==> config.mk <==
export PLATFORM = sky130hd
export DESIGN_NAME = inst_fetch_queue
export DESIGN_NICKNAME = d
export VERILOG_FILES = /design/src/rtl/inst_fetch_queue.sv
export SDC_FILE = /design/constraint.sdc
export NUM_CORES = 1
export LEC_CHECK = 0
export CORE_AREA = 2 2 119 121
export DETAILED_ROUTE_END_ITERATION = 12
export DIE_AREA = 0 0 121 123
export GPL_TIMING_DRIVEN = 0
export PLACE_DENSITY_LB_ADDON = 0.05
export SYNTH_ARGS = -nofsm -noshare
export SYNTH_HDL_FRONTEND = slang
export SYNTH_SLANG_ARGS = --single-unit
==> constraint.sdc <==
create_clock -name Clock -period 4.3 [get_ports Clock]
set_input_delay 0.43 -clock Clock [delete_from_list [all_inputs] [get_ports Clock]]
set_output_delay 0.43 -clock Clock [all_outputs]
set_load 0.02 [all_outputs]
==> src/rtl/inst_fetch_queue.sv <==
// rtl/inst_fetch_queue.sv - single-outstanding instruction fetch unit with {pc, inst} queue
//
// Purpose:
//   Samples the PC register's tri-state Q bus, issues one instruction-memory
//   read at a time and queues {pc, instruction} pairs for decode. The returned
//   pc_advance strobe is the PC register's ClockEnable. A redirect flushes the
//   queue and abandons any in-flight read.
//
// Ports:
//   Clock, Reset          rising-edge clock, asynchronous active-high reset
//   pc_in, pc_cs          PC bus value; pc_cs=1 means the bus is not driven
//   redirect              branch/jump taken: flush queue, drop in-flight fetch
//   pc_advance            PC register ClockEnable (one pulse per accepted fetch)
//   mem_req, mem_addr     instruction memory read request and address
//   mem_ack, mem_rdata    memory response strobe and instruction word
//   out_valid, out_inst,
//   out_pc, out_ready     head of queue towards decode, popped on valid & ready
module inst_fetch_queue #(
  parameter int AddrBits = 32,
  parameter int DataBits = 32,
  parameter int Depth    = 2
) (
  input  logic                Clock,
  input  logic                Reset,
  input  logic [AddrBits-1:0] pc_in,
  input  logic                pc_cs,
  input  logic                redirect,
  output logic                pc_advance,
  output logic                mem_req,
  output logic [AddrBits-1:0] mem_addr,
  input  logic                mem_ack,
  input  logic [DataBits-1:0] mem_rdata,
  output logic                out_valid,
  output logic [DataBits-1:0] out_inst,
  output logic [AddrBits-1:0] out_pc,
  input  logic                out_ready
);

  localparam int PtrBits = $clog2(Depth);
  localparam int CntBits = PtrBits + 1;
  localparam logic [CntBits-1:0] DepthCnt = CntBits'(Depth);

  typedef enum logic [1:0] {
    IDLE,
    REQ,
    DROP
  } state_e;

  state_e              state_q;
  logic                req_q;
  logic [AddrBits-1:0] addr_q;
  logic [CntBits-1:0]  count_q, count_d;
  logic [PtrBits-1:0]  rd_ptr_q, rd_ptr_d;
  logic [PtrBits-1:0]  wr_ptr_q, wr_ptr_d;

  logic [AddrBits-1:0] pc_mem   [Depth];
  logic [DataBits-1:0] inst_mem [Depth];

  logic space;
  logic issue;
  logic push;
  logic pop;

  // Room is checked only at issue; since only one read is ever outstanding,
  // the matching push always finds a free slot.
  assign space = (count_q < DepthCnt);
  assign issue = (state_q == IDLE) & ~pc_cs & ~redirect & space;

  assign pc_advance = (state_q == REQ) & mem_ack & ~redirect;
  assign push       = pc_advance;
  assign pop        = out_valid & out_ready & ~redirect;

  assign mem_req  = req_q;
  assign mem_addr = addr_q;

  // Fetch FSM. mem_addr is captured only on issue, so the bus value is never
  // looked at while pc_cs=1 and stays constant for the whole request.
  always_ff @(posedge Clock or posedge Reset) begin
    if (Reset) begin
      state_q <= IDLE;
      req_q   <= 1'b0;
      addr_q  <= '0;
    end else begin
      case (state_q)
        IDLE: begin
          if (issue) begin
            addr_q  <= pc_in;
            state_q <= REQ;
            req_q   <= 1'b1;
          end
        end
        REQ: begin
          if (mem_ack) begin
            // Ack together with redirect: the word is simply not pushed.
            state_q <= IDLE;
            req_q   <= 1'b0;
          end else if (redirect) begin
            // The memory still owes one ack for this read; swallow it in DROP.
            state_q <= DROP;
            req_q   <= 1'b0;
          end
        end
        DROP: begin
          if (mem_ack) begin
            state_q <= IDLE;
          end
        end
        default: begin
          state_q <= IDLE;
          req_q   <= 1'b0;
        end
      endcase
    end
  end

  // Queue bookkeeping. Redirect wins over any same-cycle pop.
  always_comb begin
    count_d  = count_q;
    rd_ptr_d = rd_ptr_q;
    wr_ptr_d = wr_ptr_q;
    if (redirect) begin
      count_d  = '0;
      rd_ptr_d = '0;
      wr_ptr_d = '0;
    end else begin
      if (push) begin
        wr_ptr_d = wr_ptr_q + PtrBits'(1);
      end
      if (pop) begin
        rd_ptr_d = rd_ptr_q + PtrBits'(1);
      end
      if (push & ~pop) begin
        count_d = count_q + CntBits'(1);
      end else if (pop & ~push) begin
        count_d = count_q - CntBits'(1);
      end
    end
  end

  always_ff @(posedge Clock or posedge Reset) begin
    if (Reset) begin
      count_q  <= '0;
      rd_ptr_q <= '0;
      wr_ptr_q <= '0;
    end else begin
      count_q  <= count_d;
      rd_ptr_q <= rd_ptr_d;
      wr_ptr_q <= wr_ptr_d;
    end
  end

  // Entry storage needs no reset: the head is masked to zero while empty.
  always_ff @(posedge Clock) begin
    if (push) begin
      pc_mem[wr_ptr_q]   <= addr_q;
      inst_mem[wr_ptr_q] <= mem_rdata;
    end
  end

  assign out_valid = (count_q != '0);
  assign out_inst  = out_valid ? inst_mem[rd_ptr_q] : '0;
  assign out_pc    = out_valid ? pc_mem[rd_ptr_q] : '0;

endmodule
=== Word level (Yosys, flattened, before mapping) ===
Memory sizes are Yosys's and may differ from the RTL's.
Cells that the tools add are included.

* Input bits: 70
* Output and inout port bits: 99
* Memories kept: 2
* Register bits after elaboration: 39
* Logic and storage cells: 60
* Bits in writable memories: 128

* $lt $le $gt $ge: 1
* Equal/unequal tests: 5
* Bitwise gates (word level): 14
* Reduce and logical (&&, ||, !) cells: 8
* Muxes and demuxes: 20
* $add $sub $neg: 4

{| class="wikitable"
|+ Memories
! name !! depth !! bits a word !! read ports !! clocked after Yosys merged registers in !! wr ports !! line !! source
|-
| inst_mem || 2 || 32 || 1 || 0 || 1 || 57 || <nowiki>logic [DataBits-1:0] inst_mem [Depth];</nowiki>
|-
| pc_mem || 2 || 32 || 1 || 0 || 1 || 56 || <nowiki>logic [AddrBits-1:0] pc_mem [Depth];</nowiki>
|}

{| class="wikitable"
|+ Operators with widths
! kind !! count
|-
| 32-bit two-way mux || 2
|-
| 2-bit two-way mux || 7
|-
| 1-bit bitwise AND || 9
|-
| 1-bit two-way mux || 9
|-
| 2-bit one-hot mux with 3 select lines || 1
|-
| 3-bit AND reduction || 2
|-
| 2-bit nonzero test || 3
|-
| 1-bit inverter || 5
|-
| 2-bit inequality test (second input constant) || 2
|-
| 3-bit inequality test (second input constant) || 1
|-
| 1-bit one-hot mux with 3 select lines || 1
|-
| 3-bit nonzero test || 1
|-
| 1-bit adder (second input constant) || 2
|-
| 2-bit by 1-bit adder with 2-bit output (second input constant) || 1
|-
| 2-bit by 1-bit == test with 1-bit output (second input constant) || 1
|-
| 2-bit == test (second input constant) || 1
|-
| 2-bit zero test || 1
|-
| 2-bit less-than comparator (second input constant) || 1
|-
| 2-bit AND reduction || 1
|-
| 2-bit by 1-bit subtractor with 2-bit output (second input constant) || 1
|}

=== Depth between registers and ports, before layout ===
* Depth after elaboration: 8
* Depth in mapped cells: 5
* Mapped depth without buffers: 4

=== Least setup slack after synthesis ===
Ideal clock, no wire load.

* Path kind: input to register
* Start: in redirect
* End: mem inst_mem[0][0] (enable)
* Library setup time: 0.486 ns
* Buffers on the path: 1
* Cell stages on the path: 4
* Data arrival time: 3.531 ns
* Slack: 0.283 ns
* Data required time: 3.814 ns
* Path through: buf_2 -> nor2_1 -> nand3_1 -> nor2_1

* Longest elaborated chain between the ends: 4

{| class="wikitable"
|+ Ends and longest elaborated chain
! item !! line !! source
|-
| start, declared || 27 || <nowiki>input logic redirect,</nowiki>
|-
| 1-bit inverter || 69 || <nowiki>assign pc_advance = (state_q == REQ) & mem_ack & ~redirect;</nowiki>
|-
| 1-bit bitwise AND || 69 ||
|-
| 1-bit two-way mux || 154 || <nowiki>if (push) begin</nowiki>
|-
| 1-bit two-way mux (not written as such) || 156 || <nowiki>inst_mem[wr_ptr_q] <= mem_rdata;</nowiki>
|-
| end, declared || 57 ||
|}

Every way passes these cells.

=== Final worst setup path ===
* Start: reg rd_ptr_q
* End: out out_pc[20]

* Longest elaborated chain between the ends: 2

{| class="wikitable"
|+ Ends and longest elaborated chain
! item !! line !! source
|-
| start, declared || 53 || <nowiki>logic [PtrBits-1:0] rd_ptr_q, rd_ptr_d;</nowiki>
|-
| start signal, assigned || 147 || <nowiki>rd_ptr_q <= rd_ptr_d;</nowiki>
|-
| memory 2 x 32 bit || - ||
|-
| 32-bit two-way mux || 162 || <nowiki>assign out_pc = out_valid ? pc_mem[rd_ptr_q] : '0;</nowiki>
|-
| end, declared || 35 || <nowiki>output logic [AddrBits-1:0] out_pc,</nowiki>
|}

Every way passes these cells.

==> metrics <==
status complete, no violations; cell area after layout 0.00902 sq mm; Top Ports approximately 170; drt wl/cell 16.5 um; Synth Cell Area 0.00648 sq mm; root buffer cell clkbuf_16; pin count of the biggest net entering global routing 41; port bufs 167; TritonCTS sink count around 170; Distinct cells, synth 26; max-slew violations 0; final worst-path cycle share 0.641; Initial Util 0.476; worst-path fanout max 10; PostCTS Resize Cnt 0; Top cell by count, worst path buf_2; Post-synth ARST share 0.234; met2 WL post-DR 6100 um; Place WS around 2 ns; final non-filler cell total between 700 and 800; Yosys top cell area share 0.593; setup TNS 0 ns; final setup margin 1.54 ns; TritonCTS clock tree built; delay-heaviest family, CP buffers and inverters; total gr overflow 0; Synth top cells by count edfxtp_1 (128), nor2_1 (70), mux2i_1 (65); Finished Core Util 0.663; P_sw slightly below 0.9 mW; Die W ~120 um; DR iter-0 viols ~200; Ys Warns 0; Setup violations, final 0; DRC 0; Crit Path Class reg -> out; RSZ-0062 raised after global routing false; Sw Share 0.223; # rows 43; htree depth 4; nets@finish 639; Core ar. roughly 0.014 sq mm; pwr/cell area 439 mW/mm^2; die height 123 um; CTS clk-pin slew, worst paths around 0.060 ns; worst-skew pair later-pin latency 0.42 ns; CP Launch Type register; placed cell count 730; # hold bufs at CTS 0; top post-synthesis cells by area edfxtp_1 (59%), dfrtp_1 (15%), mux2i_1 (10%); n_diodes 0; power share of the clock group 0.369; WP data arrival 2.33 ns; Primary FF master, synth edfxtp_1; Post-Syn Area per Cell 17.1 sq um; vias in the first global route 3,764; Mapped Nets 450; share of cells above drive strength 1 0.143; initial antenna violation count 0; hold_ws 0.278 ns; CTS Buf Count 17; EDFF count, synth 128; routed vias about 3,700; Leak 3.22 nW; Via density 4.86; count leader, synth edfxtp_1; Fin. Hold Viols 0; worst-case clock buffer depth 2; Die ar. 0.0149 sq mm; Area after DPL about 0.0084 sq mm; post-CTS setup buffers 0; hpwl dp 8340 um; slowest CP cell clkdlybuf4s50_1; wl on met1 5430 um; Routed Wire Length approximately 13,000 um; Power Total a little under 4 mW; post-synthesis sequential element count around 170; worst vdd ir 0.293 mV; Clock Skews 0.00683 ns; fraction of power consumed by combinational cells 0.140; Critical Path Sink Type output port; Buf+Inv Stages, Crit Path 3; Slew HR 0.420; register share of total power 0.491; uppermost layer routed met4; global-route wire length before repair 19,400 um; # Max-Cap Violations 0; Tot GR Track Use 0.176; minimum clock period 2.76 ns; cell chain of the critical path buf_2, buf_2, mux2i_1, nor2_1, clkdlybuf4s50_1; Hold WC Path Type in -> reg; Cells after Synth 380; post-route ant nets 0; routed wl met3 829 um; Max Clk Rate 363 MHz; CP max stage delay 0.63 ns; sequential area share after synthesis 0.743; worst slew pin tran approximately 0.87 ns; Internal 3.08 mW; Worst EP required between 3 and 4 ns; Synth area leader edfxtp_1; routability-driven placement congestion ratio 0.721; DRT Pass-1 Iters 4; Area Growth Syn to Fin 39.1%
==> flip-flops by register name (all words and copies together) (netlist names) <==
| signal | cells |
|---|---|
| mem_addr | 32 |
| inst_mem | 64 |
| pc_mem | 64 |
| rd_ptr_q | 1 |
| wr_ptr_q | 1 |
| state_q | 2 |
| mem_req | 1 |
| count_q | 2 |
==> worst paths after layout <==
| path | to | from | slack [ns] | cells after the start |
|---|---|---|---|---|
| worst max-delay path | out_pc[20] | rd_ptr_q | 1.54 | 5 |
| worst min-delay path | rd_ptr_q | redirect | 0.28 | 2 |
| worst max register to register | pc_mem[1][2] | state_q[1] | 2.35 | 5 |
| worst min register to register | pc_mem[0][23] | mem_addr[23] | 0.49 | 0 |
| max in group asynchronous | mem_addr[31] | Reset | 3.23 | 2 |
| min in group asynchronous | mem_req | Reset | 0.52 | 2 |
==> routing by layer <==
metal  vias to the layer above  track usage
met3                        16       0.0530
li1                       1769            -
met4                         0       0.0770
met2                       124        0.286
met5                         -            0
met1                      1791        0.220
==> power groups by stage <==
| stage | logic (mW) | registers (mW) | clock network [mW] |
|---|---|---|---|
| 2_1_floorplan | 0.197 | 2.05 | 0 |
| 3_3_place_gp | 0.550 | 1.98 | 0 |
| 3_5_place_dp | 0.558 | 1.98 | 0 |
| 4_1_cts | 0.561 | 1.95 | 1.50 |
| 5_1_grt | 0.587 | 1.96 | 1.56 |
| 6_report | 0.554 | 1.95 | 1.46 |
==> cell families after synthesis <==
group,Yosys count,share of synthesized area
buffers and inverters,22,0.0193
XOR/XNOR,2,0.00270
flip-flops,167,0.743
AND/OR/NAND/NOR,85,0.0546
AO/OA/AOI/OAI,6,0.00540
multiplexers,98,0.174
==> final cells by class <==
class / instances / area [sq um]
flip-flops and latches: 167 / 4820
fillers: 977 / 4590
repair buffers: 170 / 1730
multi-input cells: 191 / 1550
clock buffers: 20 / 437
well taps: 180 / 225
clock inverters: 12 / 134
plain buffers: 18 / 110
inverters: 4 / 15.0
==> layout by cell type, fill, tap and decap left out, drive strengths merged <==
master | netlist | layout
clkinvlp | 0 | 2
edfxtp | 128 | 128
nor2b | 2 | 2
nor3 | 3 | 3
bufinv | 0 | 3
xor2 | 2 | 2
mux2i | 65 | 65
clkinv | 0 | 7
nand2b | 1 | 1
and2 | 1 | 1
o21bai | 1 | 1
clkdlybuf4s50 | 0 | 167
nand3 | 1 | 1
inv | 4 | 4
o21ai | 1 | 1
nand3b | 1 | 1
nor2 | 70 | 70
mux2 | 33 | 33
a21oi | 3 | 3
dfrtp | 39 | 39
and4bb | 1 | 1
buf | 17 | 20
o31ai | 1 | 1
clkbuf | 1 | 21
nand2 | 5 | 5
(Power assumes the default switching activity.)
